[src/rtl/seg7_pkg.sv]
`default_nettype none
// ============================================================================
//  Module      : seg7_pkg
//  Description : Shared 7-segment definitions. Active-low segment patterns
//                {a,b,c,d,e,f,g}, special nibble codes, the capture FSM state
//                type and the matching pattern encoder.
//  Revision    : 1.0 - initial release
// ============================================================================
package seg7_pkg;

    localparam logic [6:0] SEG_0     = 7'b0000001;
    localparam logic [6:0] SEG_1     = 7'b1001111;
    localparam logic [6:0] SEG_2     = 7'b0010010;
    localparam logic [6:0] SEG_3     = 7'b0000110;
    localparam logic [6:0] SEG_4     = 7'b1001100;
    localparam logic [6:0] SEG_5     = 7'b0100100;
    localparam logic [6:0] SEG_6     = 7'b0100000;
    localparam logic [6:0] SEG_7     = 7'b0001111;
    localparam logic [6:0] SEG_8     = 7'b0000000;
    localparam logic [6:0] SEG_9     = 7'b0000100;
    localparam logic [6:0] SEG_BLANK = 7'b1111111;

    localparam logic [3:0] DIG_BLANK = 4'hE;
    localparam logic [3:0] DIG_BAD   = 4'hF;

    typedef enum logic [1:0] {
        ST_IDLE    = 2'd0,
        ST_SETTLE  = 2'd1,
        ST_CAPTURE = 2'd2,
        ST_HOLD    = 2'd3
    } cap_state_e;

    // Nibble to segment pattern; anything outside 0-9 shows blank
    function automatic logic [6:0] seg7_encode(input logic [3:0] digit);
        case (digit)
            4'd0:    seg7_encode = SEG_0;
            4'd1:    seg7_encode = SEG_1;
            4'd2:    seg7_encode = SEG_2;
            4'd3:    seg7_encode = SEG_3;
            4'd4:    seg7_encode = SEG_4;
            4'd5:    seg7_encode = SEG_5;
            4'd6:    seg7_encode = SEG_6;
            4'd7:    seg7_encode = SEG_7;
            4'd8:    seg7_encode = SEG_8;
            4'd9:    seg7_encode = SEG_9;
            default: seg7_encode = SEG_BLANK;
        endcase
    endfunction

endpackage
`default_nettype wire

[src/rtl/seg7_decode.sv]
`default_nettype none
// ============================================================================
//  Module      : seg7_decode
//  Description : Combinational active-low 7-segment pattern to nibble decoder.
//                0-9 for digits, DIG_BLANK for all-off, DIG_BAD otherwise.
//  Revision    : 1.0 - initial release
// ============================================================================
module seg7_decode
    import seg7_pkg::*;
(
    input  logic [6:0] i_seg,
    output logic [3:0] o_digit
);

    // Table lookup of the displayed pattern
    always_comb begin
        case (i_seg)
            SEG_0:     o_digit = 4'd0;
            SEG_1:     o_digit = 4'd1;
            SEG_2:     o_digit = 4'd2;
            SEG_3:     o_digit = 4'd3;
            SEG_4:     o_digit = 4'd4;
            SEG_5:     o_digit = 4'd5;
            SEG_6:     o_digit = 4'd6;
            SEG_7:     o_digit = 4'd7;
            SEG_8:     o_digit = 4'd8;
            SEG_9:     o_digit = 4'd9;
            SEG_BLANK: o_digit = DIG_BLANK;
            default:   o_digit = DIG_BAD;
        endcase
    end

endmodule
`default_nettype wire

[src/rtl/seg_display_capture.sv]
`default_nettype none
// ============================================================================
//  Module      : seg_display_capture
//  Description : Samples multiplexed active-low anode/segment lines, waits for
//                a stable window, and rebuilds the displayed digits. Also
//                forms tens*10+ones from digits 1 and 0 and declares all
//                digits stale after a long period without any capture.
//  Revision    : 1.0 - initial release
// ============================================================================
module seg_display_capture
    import seg7_pkg::*;
#(
    parameter int NUM_DIGITS     = 8,
    parameter int STABLE_CYCLES  = 1000,
    parameter int TIMEOUT_CYCLES = 2000000
) (
    input  logic                    Clock,
    input  logic                    reset,
    input  logic [NUM_DIGITS-1:0]   Anode_in,
    input  logic [6:0]              seg_in,
    output logic [4*NUM_DIGITS-1:0] digits_out,
    output logic [NUM_DIGITS-1:0]   digit_valid,
    output logic                    capture_stb,
    output logic                    pattern_err,
    output logic                    multi_sel_err,
    output logic                    timeout,
    output logic [6:0]              value_bin,
    output logic                    value_valid
);

    localparam int c_WW  = NUM_DIGITS + 7;
    localparam int c_SCW = $clog2(STABLE_CYCLES);
    localparam int c_TCW = $clog2(TIMEOUT_CYCLES);
    localparam int c_IW  = (NUM_DIGITS > 1) ? $clog2(NUM_DIGITS) : 1;
    // Transition fires on the edge that would load STABLE_CYCLES-1
    localparam logic [c_SCW-1:0] c_STAB_LAST = c_SCW'(STABLE_CYCLES - 2);
    localparam logic [c_TCW-1:0] c_TO_LAST   = c_TCW'(TIMEOUT_CYCLES - 1);

    logic [NUM_DIGITS-1:0]   r_anode_m, r_anode_s;
    logic [6:0]              r_seg_m, r_seg_s;
    logic [c_WW-1:0]         w_word, r_prev_word, r_held_word;
    logic                    r_held_ok;
    logic                    w_changed;
    cap_state_e              r_state, w_state_nxt;
    logic [c_SCW-1:0]        r_stab_cnt;
    logic [c_TCW-1:0]        r_to_cnt;
    logic                    w_any_low, w_multi_low;
    logic [c_IW-1:0]         w_low_idx;
    logic                    w_stable_done, w_held_match;
    logic                    w_capture, w_multi_err, w_go_idle, w_to_fire;
    logic [3:0]              w_dec;
    logic [4*NUM_DIGITS-1:0] r_digits;
    logic [NUM_DIGITS-1:0]   r_valid;
    logic                    r_cap_stb, r_pat_err, r_multi_err, r_timeout;
    logic                    r_cap_low;
    logic [6:0]              r_value, w_val_calc;
    logic                    r_value_valid, w_val_ok;

    // Two-flop synchronizers on the pin inputs
    always_ff @(posedge Clock) begin
        if (reset) begin
            r_anode_m <= '0;
            r_anode_s <= '0;
            r_seg_m   <= '0;
            r_seg_s   <= '0;
        end else begin
            r_anode_m <= Anode_in;
            r_anode_s <= r_anode_m;
            r_seg_m   <= seg_in;
            r_seg_s   <= r_seg_m;
        end
    end

    assign w_word    = {r_anode_s, r_seg_s};
    assign w_changed = (w_word != r_prev_word);

    // Previous synchronized sample, used for change detection and as the
    // stable word once the settle window completes
    always_ff @(posedge Clock) begin
        if (reset) r_prev_word <= '0;
        else       r_prev_word <= w_word;
    end

    // Classify the anode part of the stable word: any low, several low, index
    always_comb begin
        w_any_low   = 1'b0;
        w_multi_low = 1'b0;
        w_low_idx   = '0;
        for (int i = 0; i < NUM_DIGITS; i++) begin
            if (!r_prev_word[7+i]) begin
                if (w_any_low) w_multi_low = 1'b1;
                w_any_low = 1'b1;
                w_low_idx = c_IW'(i);
            end
        end
    end

    seg7_decode u_decode (
        .i_seg   (r_prev_word[6:0]),
        .o_digit (w_dec)
    );

    assign w_stable_done = (r_state == ST_SETTLE) && !w_changed && (r_stab_cnt == c_STAB_LAST);
    // A glitch that returns to the word already handled goes back to HOLD
    assign w_held_match  = r_held_ok && (r_prev_word == r_held_word);

    // FSM state register
    always_ff @(posedge Clock) begin
        if (reset) r_state <= ST_IDLE;
        else       r_state <= w_state_nxt;
    end

    // FSM next-state logic
    always_comb begin
        w_state_nxt = r_state;
        case (r_state)
            ST_IDLE:    if (w_changed) w_state_nxt = ST_SETTLE;
            ST_SETTLE: begin
                if (w_stable_done) begin
                    if (!w_any_low)                      w_state_nxt = ST_IDLE;
                    else if (w_held_match || w_multi_low) w_state_nxt = ST_HOLD;
                    else                                  w_state_nxt = ST_CAPTURE;
                end
            end
            // A change arriving during the capture cycle must not be lost
            ST_CAPTURE: w_state_nxt = w_changed ? ST_SETTLE : ST_HOLD;
            ST_HOLD:    if (w_changed) w_state_nxt = ST_SETTLE;
            default:    w_state_nxt = ST_IDLE;
        endcase
    end

    // FSM outputs
    always_comb begin
        w_capture   = (r_state == ST_CAPTURE);
        w_multi_err = w_stable_done && w_any_low && w_multi_low && !w_held_match;
        w_go_idle   = w_stable_done && !w_any_low;
        w_to_fire   = (r_to_cnt == c_TO_LAST) && !w_capture;
    end

    // Stability counter: runs only while the sample is unchanged in SETTLE
    always_ff @(posedge Clock) begin
        if (reset)                                      r_stab_cnt <= '0;
        else if ((r_state == ST_SETTLE) && !w_changed)  r_stab_cnt <= r_stab_cnt + 1'b1;
        else                                            r_stab_cnt <= '0;
    end

    // Remember the last word that was captured or flagged
    always_ff @(posedge Clock) begin
        if (reset) begin
            r_held_word <= '0;
            r_held_ok   <= 1'b0;
        end else if (w_capture || w_multi_err) begin
            r_held_word <= r_prev_word;
            r_held_ok   <= 1'b1;
        end else if (w_go_idle || w_to_fire) begin
            r_held_ok   <= 1'b0;
        end
    end

    // Digit store, strobes and staleness timer; capture beats timeout
    always_ff @(posedge Clock) begin
        if (reset) begin
            r_digits    <= {NUM_DIGITS{DIG_BAD}};
            r_valid     <= '0;
            r_cap_stb   <= 1'b0;
            r_pat_err   <= 1'b0;
            r_multi_err <= 1'b0;
            r_timeout   <= 1'b0;
            r_cap_low   <= 1'b0;
            r_to_cnt    <= '0;
        end else begin
            r_cap_stb   <= w_capture;
            r_pat_err   <= w_capture && (w_dec == DIG_BAD);
            r_multi_err <= w_multi_err;
            r_timeout   <= w_to_fire;
            r_cap_low   <= w_capture && (w_low_idx <= c_IW'(1));
            if (w_capture) begin
                for (int i = 0; i < NUM_DIGITS; i++) begin
                    if (w_low_idx == c_IW'(i)) begin
                        r_digits[4*i +: 4] <= w_dec;
                        r_valid[i]         <= 1'b1;
                    end
                end
                r_to_cnt <= '0;
            end else if (w_to_fire) begin
                r_digits <= {NUM_DIGITS{DIG_BAD}};
                r_valid  <= '0;
                r_to_cnt <= '0;
            end else begin
                r_to_cnt <= r_to_cnt + 1'b1;
            end
        end
    end

    assign w_val_ok   = (&r_valid[1:0]) && (r_digits[3:0] <= 4'd9) && (r_digits[7:4] <= 4'd9);
    assign w_val_calc = 7'(r_digits[7:4]) * 7'd10 + 7'(r_digits[3:0]);

    // Binary value of the two low digits, refreshed after a low-slot capture
    always_ff @(posedge Clock) begin
        if (reset) begin
            r_value       <= '0;
            r_value_valid <= 1'b0;
        end else if (w_to_fire || !w_val_ok) begin
            r_value_valid <= 1'b0;
        end else if (r_cap_stb && r_cap_low) begin
            r_value       <= w_val_calc;
            r_value_valid <= 1'b1;
        end
    end

    assign digits_out    = r_digits;
    assign digit_valid   = r_valid;
    assign capture_stb   = r_cap_stb;
    assign pattern_err   = r_pat_err;
    assign multi_sel_err = r_multi_err;
    assign timeout       = r_timeout;
    assign value_bin     = r_value;
    assign value_valid   = r_value_valid;

endmodule
`default_nettype wire
[config.mk]
export PLATFORM = sky130hd
export DESIGN_NAME = seg_display_capture
export DESIGN_NICKNAME = d
export VERILOG_FILES = /design/src/rtl/seg7_pkg.sv /design/src/rtl/seg7_decode.sv /design/src/rtl/seg_display_capture.sv
export SDC_FILE = /design/constraint.sdc
export NUM_CORES = 1
export LEC_CHECK = 0
export CAP_MARGIN = 20
export CELL_PAD_IN_SITES_DETAIL_PLACEMENT = 2
export CELL_PAD_IN_SITES_GLOBAL_PLACEMENT = 2
export CORE_UTILIZATION = 38
export CTS_CLUSTER_DIAMETER = 120
export DETAILED_ROUTE_END_ITERATION = 12
export PLACE_DENSITY = 0.88
export SLEW_MARGIN = 25
export SYNTH_ARGS = -nofsm -noshare
export SYNTH_HDL_FRONTEND = slang
export SYNTH_SLANG_ARGS = --single-unit
[constraint.sdc]
create_clock -name Clock -period 3.6 [get_ports Clock]
set_clock_uncertainty 0.05 [all_clocks]
set_input_delay 0.54 -clock Clock [delete_from_list [all_inputs] [get_ports Clock]]
set_output_delay 0.54 -clock Clock [all_outputs]
set_load 0.005 [all_outputs]
After elaboration in Yosys (flattened, before gate mapping)

Index checks and enable logic that the tools add are counted.

Flip-flop bits (word level): 147
Bits in latches: 0
RAM bits: 0
Memory bits (read-only): 0
Input port bits: 17
Logic and storage cells: 176
Memories kept: 0

Add/subtract/negate cells: 3
Multipliers: 1
Div/mod/pow operators: 0
Order comparisons: 3
Equality and inequality tests: 35
Shifts and indexed selects: 0
Muxes and demuxes: 57
Bitwise gates (word level): 2
Reduce and logical (&&, ||, !) cells: 42

Operators by type and width:

| cell                                                                     | number |
|---|---|
| 32-bit two-way mux                                                       | 2 |
| 4-bit one-hot mux with 11 select lines                                   | 1 |
| 1-bit two-way mux                                                        | 33 |
| 4-bit two-way mux                                                        | 8 |
| 2-bit AND reduction                                                      | 11 |
| 21-bit by 1-bit adder with 21-bit output (second input constant)         | 1 |
| 21-bit == test (second input constant)                                   | 1 |
| 7-bit == test (second input constant)                                    | 3 |
| 3-bit two-way mux                                                        | 6 |
| 2-bit by 1-bit inequality test with 1-bit output (second input constant) | 9 |
| 8-bit two-way mux                                                        | 2 |
| 15-bit == test                                                           | 1 |
| 15-bit inequality test                                                   | 1 |
| 7-bit by 3-bit == test with 1-bit output (second input constant)         | 2 |
| 7-bit by 6-bit == test with 1-bit output (second input constant)         | 2 |
| 1-bit logical AND                                                        | 13 |
| 3-bit == test (second input constant)                                    | 4 |
| 10-bit by 1-bit adder with 10-bit output (second input constant)         | 1 |
| 10-bit == test (second input constant)                                   | 1 |
| 4-bit less-or-equal comparator (second input constant)                   | 2 |
| 2-bit two-way mux                                                        | 4 |
| 7-bit by 4-bit adder with 7-bit output                                   | 1 |
| 7-bit by 1-bit == test with 1-bit output (second input constant)         | 1 |
| 7-bit by 4-bit == test with 1-bit output (second input constant)         | 1 |
| 19 further kinds                                                         | 32 |

Longest topological paths before layout

Gate-level depths: netlist (run 1).

Depth in word-level cells: 19
Depth in mapped cells: 10
Depth with buffers taken out: 8

By module

From an unflattened synthesis (run 1), not the netlist that was laid out.

Cell total of the unflattened synthesis: 679
Area, all modules: 6258.5 sq um

By module, submodules not included:

| module              | instances | cells each | area an instance (sq um) | sequential area each (sq um) |
|---|---|---|---|---|
| seg_display_capture | 1         | 639        | 5999.5                   | 2942.8 |
| seg7_decode         | 1         | 40         | 259.0                    | 0.0 |

Worst setup path before layout (run 1)

OpenSTA, ideal clock, no wires.

Path kind: input-to-reg
Start point: input port reset
End point: register r_digits[1] (netlist: digits_out[1])
Library setup time: 141 ps
Arrival: 1933 ps
Data required time: 3409 ps
Setup slack: 1476 ps
Stages: 6
Buffers on the path: 1
Cell sequence: clkbuf_1 clkinv_1 nand2_1 or4_1 a21oi_1 mux2i_1

RTL lines:

| item                            | line                       | text |
|---|---|---|
| from (decl)                     | seg_display_capture.sv:18  | `input logic reset,` |
| to (signal assigned)            | seg_display_capture.sv:163 | `r_digits <= {NUM_DIGITS{DIG_BAD}};` |
| to (signal, indexed assignment) | seg_display_capture.sv:180 | `r_digits[4*i +: 4] <= w_dec;` |
| to (signal assigned)            | seg_display_capture.sv:186 | `r_digits <= {NUM_DIGITS{DIG_BAD}};` |
| to (decl)                       | seg_display_capture.sv:52  | `logic [4*NUM_DIGITS-1:0] r_digits;` |

Final worst setup path (run 1)

Start point: register r_prev_word[5]
End point: register r_held_word[14]

Word-level cells in the longest chain between the ends: 8
Elaborated cells between the ends (all ways): 11
Those cells by class: 2 x eq/ne; 9 x reduce/logical

RTL lines:

| item                           | line                       | text |
|---|---|---|
| from (decl)                    | seg_display_capture.sv:41  | `logic [c_WW-1:0] w_word, r_prev_word, r_held_word;` |
| from (signal assigned)         | seg_display_capture.sv:81  | `else r_prev_word <= w_word;` |
| 15-bit inequality test         | seg_display_capture.sv:75  | `assign w_changed = (w_word != r_prev_word);` |
| 1-bit zero test                | seg_display_capture.sv:103 | `assign w_stable_done = (r_state == ST_SETTLE) && !w_changed && (r_stab_cnt == c_STAB_LAST);` |
| 1-bit logical AND (2 in a row) | seg_display_capture.sv:103 |  |
| 1-bit logical AND (2 in a row) | seg_display_capture.sv:135 | `w_multi_err = w_stable_done && w_any_low && w_multi_low && !w_held_match;` |
| 1-bit logical AND *            | seg_display_capture.sv:135 |  |
| 1-bit logical OR *             | seg_display_capture.sv:152 | `end else if (w_capture \|\| w_multi_err) begin` |
| to (signal assigned)           | seg_display_capture.sv:153 | `r_held_word <= r_prev_word;` |
| to (decl)                      | seg_display_capture.sv:41  |  |

Every way passes the cells marked *; elsewhere a longest branch is shown, timed or not.
A chain may end at the register's enable or synchronous reset.

==> impl_metrics.csv, run 1 <==
group,metric,value,unit
run_status,status,"finished, final reports clean",
power,vdd_ir_drop_max,0.000380,V
power,p_leak,2.94,nW
clock_network,clk_latency,0.44,ns
yosys,ys_dominant_reg_cell,"dfxtp_1",
yosys,synth_top_area_frac,0.479,
power,switching_share,0.277,
yosys,yosys_warnings,0,
clock_network,max-clock-path-buffers,2,
yosys,synth_cell_type_count,51,
critical_path,path_cells,"xnor2_1, nand4_1, nor4_1, nor4_2, a21oi_4, mux2i_1",
clock_network,path_clk_slew,0.07,ns
grt,grtUsageTotal,0.277,
power,comb_power_share,0.059,
die,dieArea,0.0167,sq mm
critical_path,crit_buf_inv,0,
drt,drt_iter0_drc,287,
die,die_w,129,microns
drt,via_per_inst,5.36,
drt,drc,0,
final_layout,drive_above_1_share,0.0656,
yosys,yosys_register_bits,147,
drt,ant_nets,0,
sta,drv_slew,0,
critical_path,arrival,3.17,ns
die,coreArea,0.0158,sq mm
sta,min_period,2.88,ns
sta,setup_tns,0,ns
critical_path,worstPathRequired,3.89,ns
final_layout,nets,750,
sta,setup_ws,0.719,ns
clock_network,cts-resized-gates,0,
clock_network,cts_buffers,17,
die,start_util,0.388,
drt,post_drt_wl_per_cell,23.0,microns
die,ios,69,
yosys,syn_avg_cell_area,9.32,sq um
final_layout,fillerInstances,1611,
clock_network,cts_tree,"done",
sta,tightest_slew,1.06,ns
sta,hold_viol,0,
yosys,syn-cell-area,0.00615,sq mm
clock_network,post-cts-setup-buffer-count,0,
drt,wl,21800,microns
clock_network,clock_sinks,147,
critical_path,worstSetupEndpointType,"flop",
yosys,syn-instance-count,660,
grt,grt-ovfl-total,0,
grt,antenna_found_initial,0,
power,clkPwrFrac,0.483,
grt,grt_pass1_wl,34100,microns
sta,relSlewSlack,0.290,
clock_network,holdBufCountCts,0,
critical_path,cpPeakStageDelay,0.67,ns
sta,period_share,0.800,
critical_path,start_kind,"flop",
yosys,yosys-top-cells-area,"dfxtp_1 (48%), mux2i_1 (6.5%), nor2_1 (4.9%)",
drt,routed-via-count,5077,
critical_path,crit_slowest_cell,"dfxtp_1",
drt,drt_pre_antenna_iters,4,
placement,dpl.hpwl,12800,microns
power,powerDensity,489,mW/mm^2
placement,io_buffer_count,68,
critical_path,crit_type,"reg -> reg",
die,fp.dieH,129,microns
flow_run,maxCapViolations,0,
final_layout,diodes,0,
yosys,synth_top_cell_by_area,"dfxtp_1",
sta,rsz0062_at_grt,"false",
yosys,async_flop_share,0,
sta,setup_viol,0,
power,net-switching-power,1.03,mW
min_path,worstHoldPathType,"reg -> reg",
yosys,synth_edf_count,0,
placement,gp_congestion,0.764,
power,internal_power,2.67,mW
grt,grt_max_degree,99,
power,power_frac_seq,0.459,
critical_path,cp_max_fo,16,
die,rows,46,
yosys,synth_common_cells,"dfxtp_1 (147), nor2_1 (80), nand2_1 (64)",
sta,fmax,347,MHz
yosys,yosysMostFrequentCell,"dfxtp_1",
clock_network,root_buffer,"clkbuf_16",
yosys,synth_nets,691,
grt,grt_pass1_vias,5748,
clock_network,cts_htree_levels,4,
placement,preCtsSetupSlack,0.851,ns
critical_path,cpLargestDelayFamily,"simple AND/OR/NAND/NOR gates",
final_layout,area_delta_synth_final,23.1,%
yosys,yosysSeqAreaShare,0.479,
cell families after synthesis:
kind of cell    count (synthesis)  synth area share
compound gates                 57            0.0651
xor+xnor                       62            0.0883
fa+ha+maj                      16            0.0342
buf+inv                        51            0.0374
flops                         147             0.479
mux                            40            0.0651
simple gates                  287             0.231
final timing paths:
kind	cells after the start	from	to	slack [ns]
hold reg to reg	1	r_seg_m[1]	r_seg_s[1]	0.41
hold / removal	1	r_seg_m[1]	r_seg_s[1]	0.41
setup reg to reg	6	r_prev_word[5]	r_held_word[14]	0.72
setup / recovery	6	r_prev_word[5]	r_held_word[14]	0.72
power groups by stage:
stage	Clock [mW]	Sequential, mW	Combinational, mW
6_report	1.79	1.70	0.217
5_1_grt	1.89	1.70	0.233
4_1_cts	1.81	1.70	0.217
3_5_place_dp	0	1.73	0.204
3_3_place_gp	0	1.73	0.190
2_1_floorplan	0	1.71	0.149
sequential cells by signal, summed over array words and instances, names as in the netlist, 7 cells and up:
name	cells
digit_valid	8
digits_out	32
r_anode_m	8
r_anode_s	8
r_held_word	15
r_prev_word	15
r_seg_m	7
r_seg_s	7
r_stab_cnt	10
r_to_cnt	21
value_bin	7
per-stage QoR:
stage | total power, mW | instances | utilization | hold WS (ns) | area (sq um)
2_1_floorplan | 1.86 | 660 | - | 0.364 | 6150
3_3_place_gp | 1.92 | 916 | 0.441 | 0.371 | 6980
3_5_place_dp | 1.93 | 916 | 0.441 | 0.389 | 6980
4_1_cts | 3.73 | 948 | 0.478 | 0.413 | 7570
5_1_grt | 3.82 | 948 | 0.478 | 0.425 | 7570
6_report | 3.70 | 948 | 0.478 | 0.412 | 7570
cell usage in the layout, fill, tap and decap left out, drive strengths merged, types with 2 or more instances in the layout:
cell and count:
o21ai 8, mux2i 40, xor2 29, maj3 2, nand3 25, xnor2 33, nor2 80, nor4 8
or3 2, buf 8, a21oi 29, a2bb2oi 2, clkbuf 17, and3 7, nor2b 46, a211oi 3
fa 2, ha 12, clkinv 5, nor3 24, clkdlybuf4s50 67, o21a 2, nand2b 3, or4 4
nor4b 3, a21boi 2, and4 2, nand4 15, a2111oi 2, inv 26, dfxtp 147, nand2 64
per-layer routing:
layer	vias up	part of all wire	track usage	routed length, microns
met4	0	0.026	0.115	566
li1	2344	-	-	-
met5	-	0	0.00882	0
met1	2560	0.41	0.311	8930
met2	123	0.53	0.503	11500
met3	50	0.038	0.0628	832
area by class of cell:
type | instances | area [sq um] | area share
Clock buffer | 17 | 425 | 0.0562
Clock inverter | 15 | 158 | 0.0208
Inverter | 16 | 60.1 | 0.00794
Multi-Input combinational cell | 462 | 2980 | 0.394
Sequential cell | 147 | 2940 | 0.389
Tap cell | 216 | 270 | 0.0357
Timing Repair Buffer | 75 | 728 | 0.0962
Note: power is estimated with default switching activity, not from simulation.
==> inputs of run 2 (changes only) <==
--- a/config.mk
+++ b/config.mk
@@ -8,10 +8,10 @@
 export CAP_MARGIN = 20
 export CELL_PAD_IN_SITES_DETAIL_PLACEMENT = 2
 export CELL_PAD_IN_SITES_GLOBAL_PLACEMENT = 2
-export CORE_UTILIZATION = 38
+export CORE_UTILIZATION = 35
 export CTS_CLUSTER_DIAMETER = 120
 export DETAILED_ROUTE_END_ITERATION = 12
-export PLACE_DENSITY = 0.88
+export PLACE_DENSITY = 0.82
 export SLEW_MARGIN = 25
 export SYNTH_ARGS = -nofsm -noshare
 export SYNTH_HDL_FRONTEND = slang
==> constraint.sdc (replaced) <==
create_clock -name Clock -period 2.8 [get_ports Clock]
set_clock_uncertainty 0.05 [all_clocks]
set_input_delay 0.42 -clock Clock [delete_from_list [all_inputs] [get_ports Clock]]
set_output_delay 0.42 -clock Clock [all_outputs]
set_load 0.005 [all_outputs]
==> impl_metrics.csv, run 2 (synthesis results as in run 1) <==
group,metric,value,unit
drt,drc,0,
clock_network,cts_tree,"done",
grt,antenna_found_initial,0,
placement,gp_congestion,0.818,
clock_network,cts_buffers,17,
die,start_util,0.357,
sta,tightest_slew,0.997,ns
sta,hold_viol,0,
sta,relSlewSlack,0.333,
drt,post_drt_wl_per_cell,20.0,microns
min_path,worstHoldPathType,"reg -> reg",
clock_network,path_clk_slew,0.07,ns
die,rows,48,
drt,ant_nets,0,
final_layout,drive_above_1_share,0.0733,
die,coreArea,0.0172,sq mm
critical_path,worstSetupEndpointType,"flop",
placement,io_buffer_count,68,
power,powerDensity,636,mW/mm^2
sta,whs,0.394,ns
sta,setup_tns,0,ns
clock_network,holdBufCountCts,0,
power,vdd_ir_drop_max,0.000435,V
critical_path,cp_max_fo,11,
clock_network,root_buffer,"clkbuf_16",
flow_run,maxCapViolations,0,
sta,drv_slew,0,
critical_path,start_kind,"flop",
die,die_w,135,microns
drt,via_per_inst,5.12,
drt,routed-via-count,4928,
final_layout,layout_commonest_cell,"dfxtp_1",
power,p_leak,2.97,nW
final_layout,layout_common_cells,"dfxtp_1 (146), nor2_1 (80), clkdlybuf4s50_1 (67), nand2_1 (64), nor2b_1 (46)",
placement,dp.cells,930,
die,fp.dieH,135,microns
sta,fmax,375,MHz
final_layout,area_delta_synth_final,24.5,%
critical_path,worstPathRequired,3.10,ns
drt,drt_pre_antenna_iters,4,
placement,dpl.hpwl,12500,microns
critical_path,crit_type,"reg -> reg",
run_status,status,"finished, final reports clean",
final_layout,fillerInstances,1806,
sta,period_share,0.952,
final_layout,diodes,0,
final_layout,nets,755,
grt,grt_max_degree,74,
die,ios,69,
clock_network,clk_latency,0.43,ns
sta,rsz0062_at_grt,"false",
clock_network,clock_sinks,147,
clock_network,max-clock-path-buffers,2,
sta,setup_viol,0,
final_layout,largest_reg_flops,32,
final_layout,final_cells,962,
grt,grt-ovfl-total,0,
critical_path,arrival,2.96,ns
die,dieArea,0.0181,sq mm
grt,grtUsageTotal,0.227,
clock_network,cts_htree_levels,4,
drt,wl,19200,microns
grt,grt_pass1_vias,5635,
drt,drt_iter0_drc,235,
sta,min_period,2.67,ns
grt,grt_pass1_wl,31100,microns
run 2: worst max-delay path, stage by stage, from the launching register on:
cell	delay (ns)
dfxtp_1	0.42
or4b_1	0.52
or4_1	0.76
buf_4	0.27
o21ai_2	0.18
nor3_1	0.14
a21oi_1	0.23
run 2: path summary, 6_finish.rpt:
| kind | start | end | slack [ns] | cells after the start |
|---|---|---|---|---|
| max | r_to_cnt[15] | digits_out[27] | 0.13 | 6 |
| min | r_seg_m[2] | r_seg_s[2] | 0.39 | 1 |
| max reg2reg | r_to_cnt[15] | digits_out[27] | 0.13 | 6 |
| min reg2reg | r_seg_m[2] | r_seg_s[2] | 0.39 | 1 |
run 2: cell type report:
| class | count | area [sq um] | share of cell area |
|---|---|---|---|
| Clock buffer | 19 | 443 | 0.0578 |
| Tap cell | 225 | 282 | 0.0368 |
| Multi-Input combinational cell | 462 | 2990 | 0.390 |
| Timing Repair Buffer | 80 | 766 | 0.100 |
| Clock inverter | 13 | 175 | 0.0229 |
| Sequential cell | 147 | 2940 | 0.384 |
| Inverter | 16 | 60.1 | 0.00784 |
run 2: metrics by stage:
stage | setup WS, ns | total power, mW | util | cell area, sq um
after global placement | 0.319 | 2.47 | 0.408 | 7030
final | 0.134 | 4.87 | 0.444 | 7660
after global routing | 0.0114 | 5.02 | 0.444 | 7660
after detailed placement | 0.199 | 2.49 | 0.408 | 7030
after CTS | 0.0936 | 4.90 | 0.444 | 7650
after floorplan | 0.680 | 2.39 | - | 6150
run 2: per-layer routing:
metal / up-vias / share of wire / GRT usage
met4: 0 / 0.024 / 0.0893
met1: 2459 / 0.41 / 0.252
li1: 2344 / - / -
met2: 87 / 0.54 / 0.421
met5: - / 0 / 0
met3: 38 / 0.029 / 0.0454
run 2: report_power, final:
| group | internal (mW) | switching, mW | leakage, nW |
|---|---|---|---|
| combinational | 0.113 | 0.164 | 1.48 |
| sequential | 2.13 | 0.0459 | 1.19 |
| clock | 1.44 | 0.971 | 0.295 |
| total | 3.69 | 1.18 | 2.97 |
run 2: timing repair:
| item | CTS | global route |
|---|---|---|
| setup endpoints to repair | 0 | 16 |
| buffers inserted | 0 | 0 |
| gates resized for setup | 0 | 2 |
==> inputs of run 3 (changes only) <==
--- a/config.mk
+++ b/config.mk
@@ -16,3 +16,4 @@
 export SYNTH_ARGS = -nofsm -noshare
 export SYNTH_HDL_FRONTEND = slang
 export SYNTH_SLANG_ARGS = --single-unit
+export TNS_END_PERCENT = 20
==> results of run 3 <==
The final DEF is identical to that of run 2; final timing and power are the same.
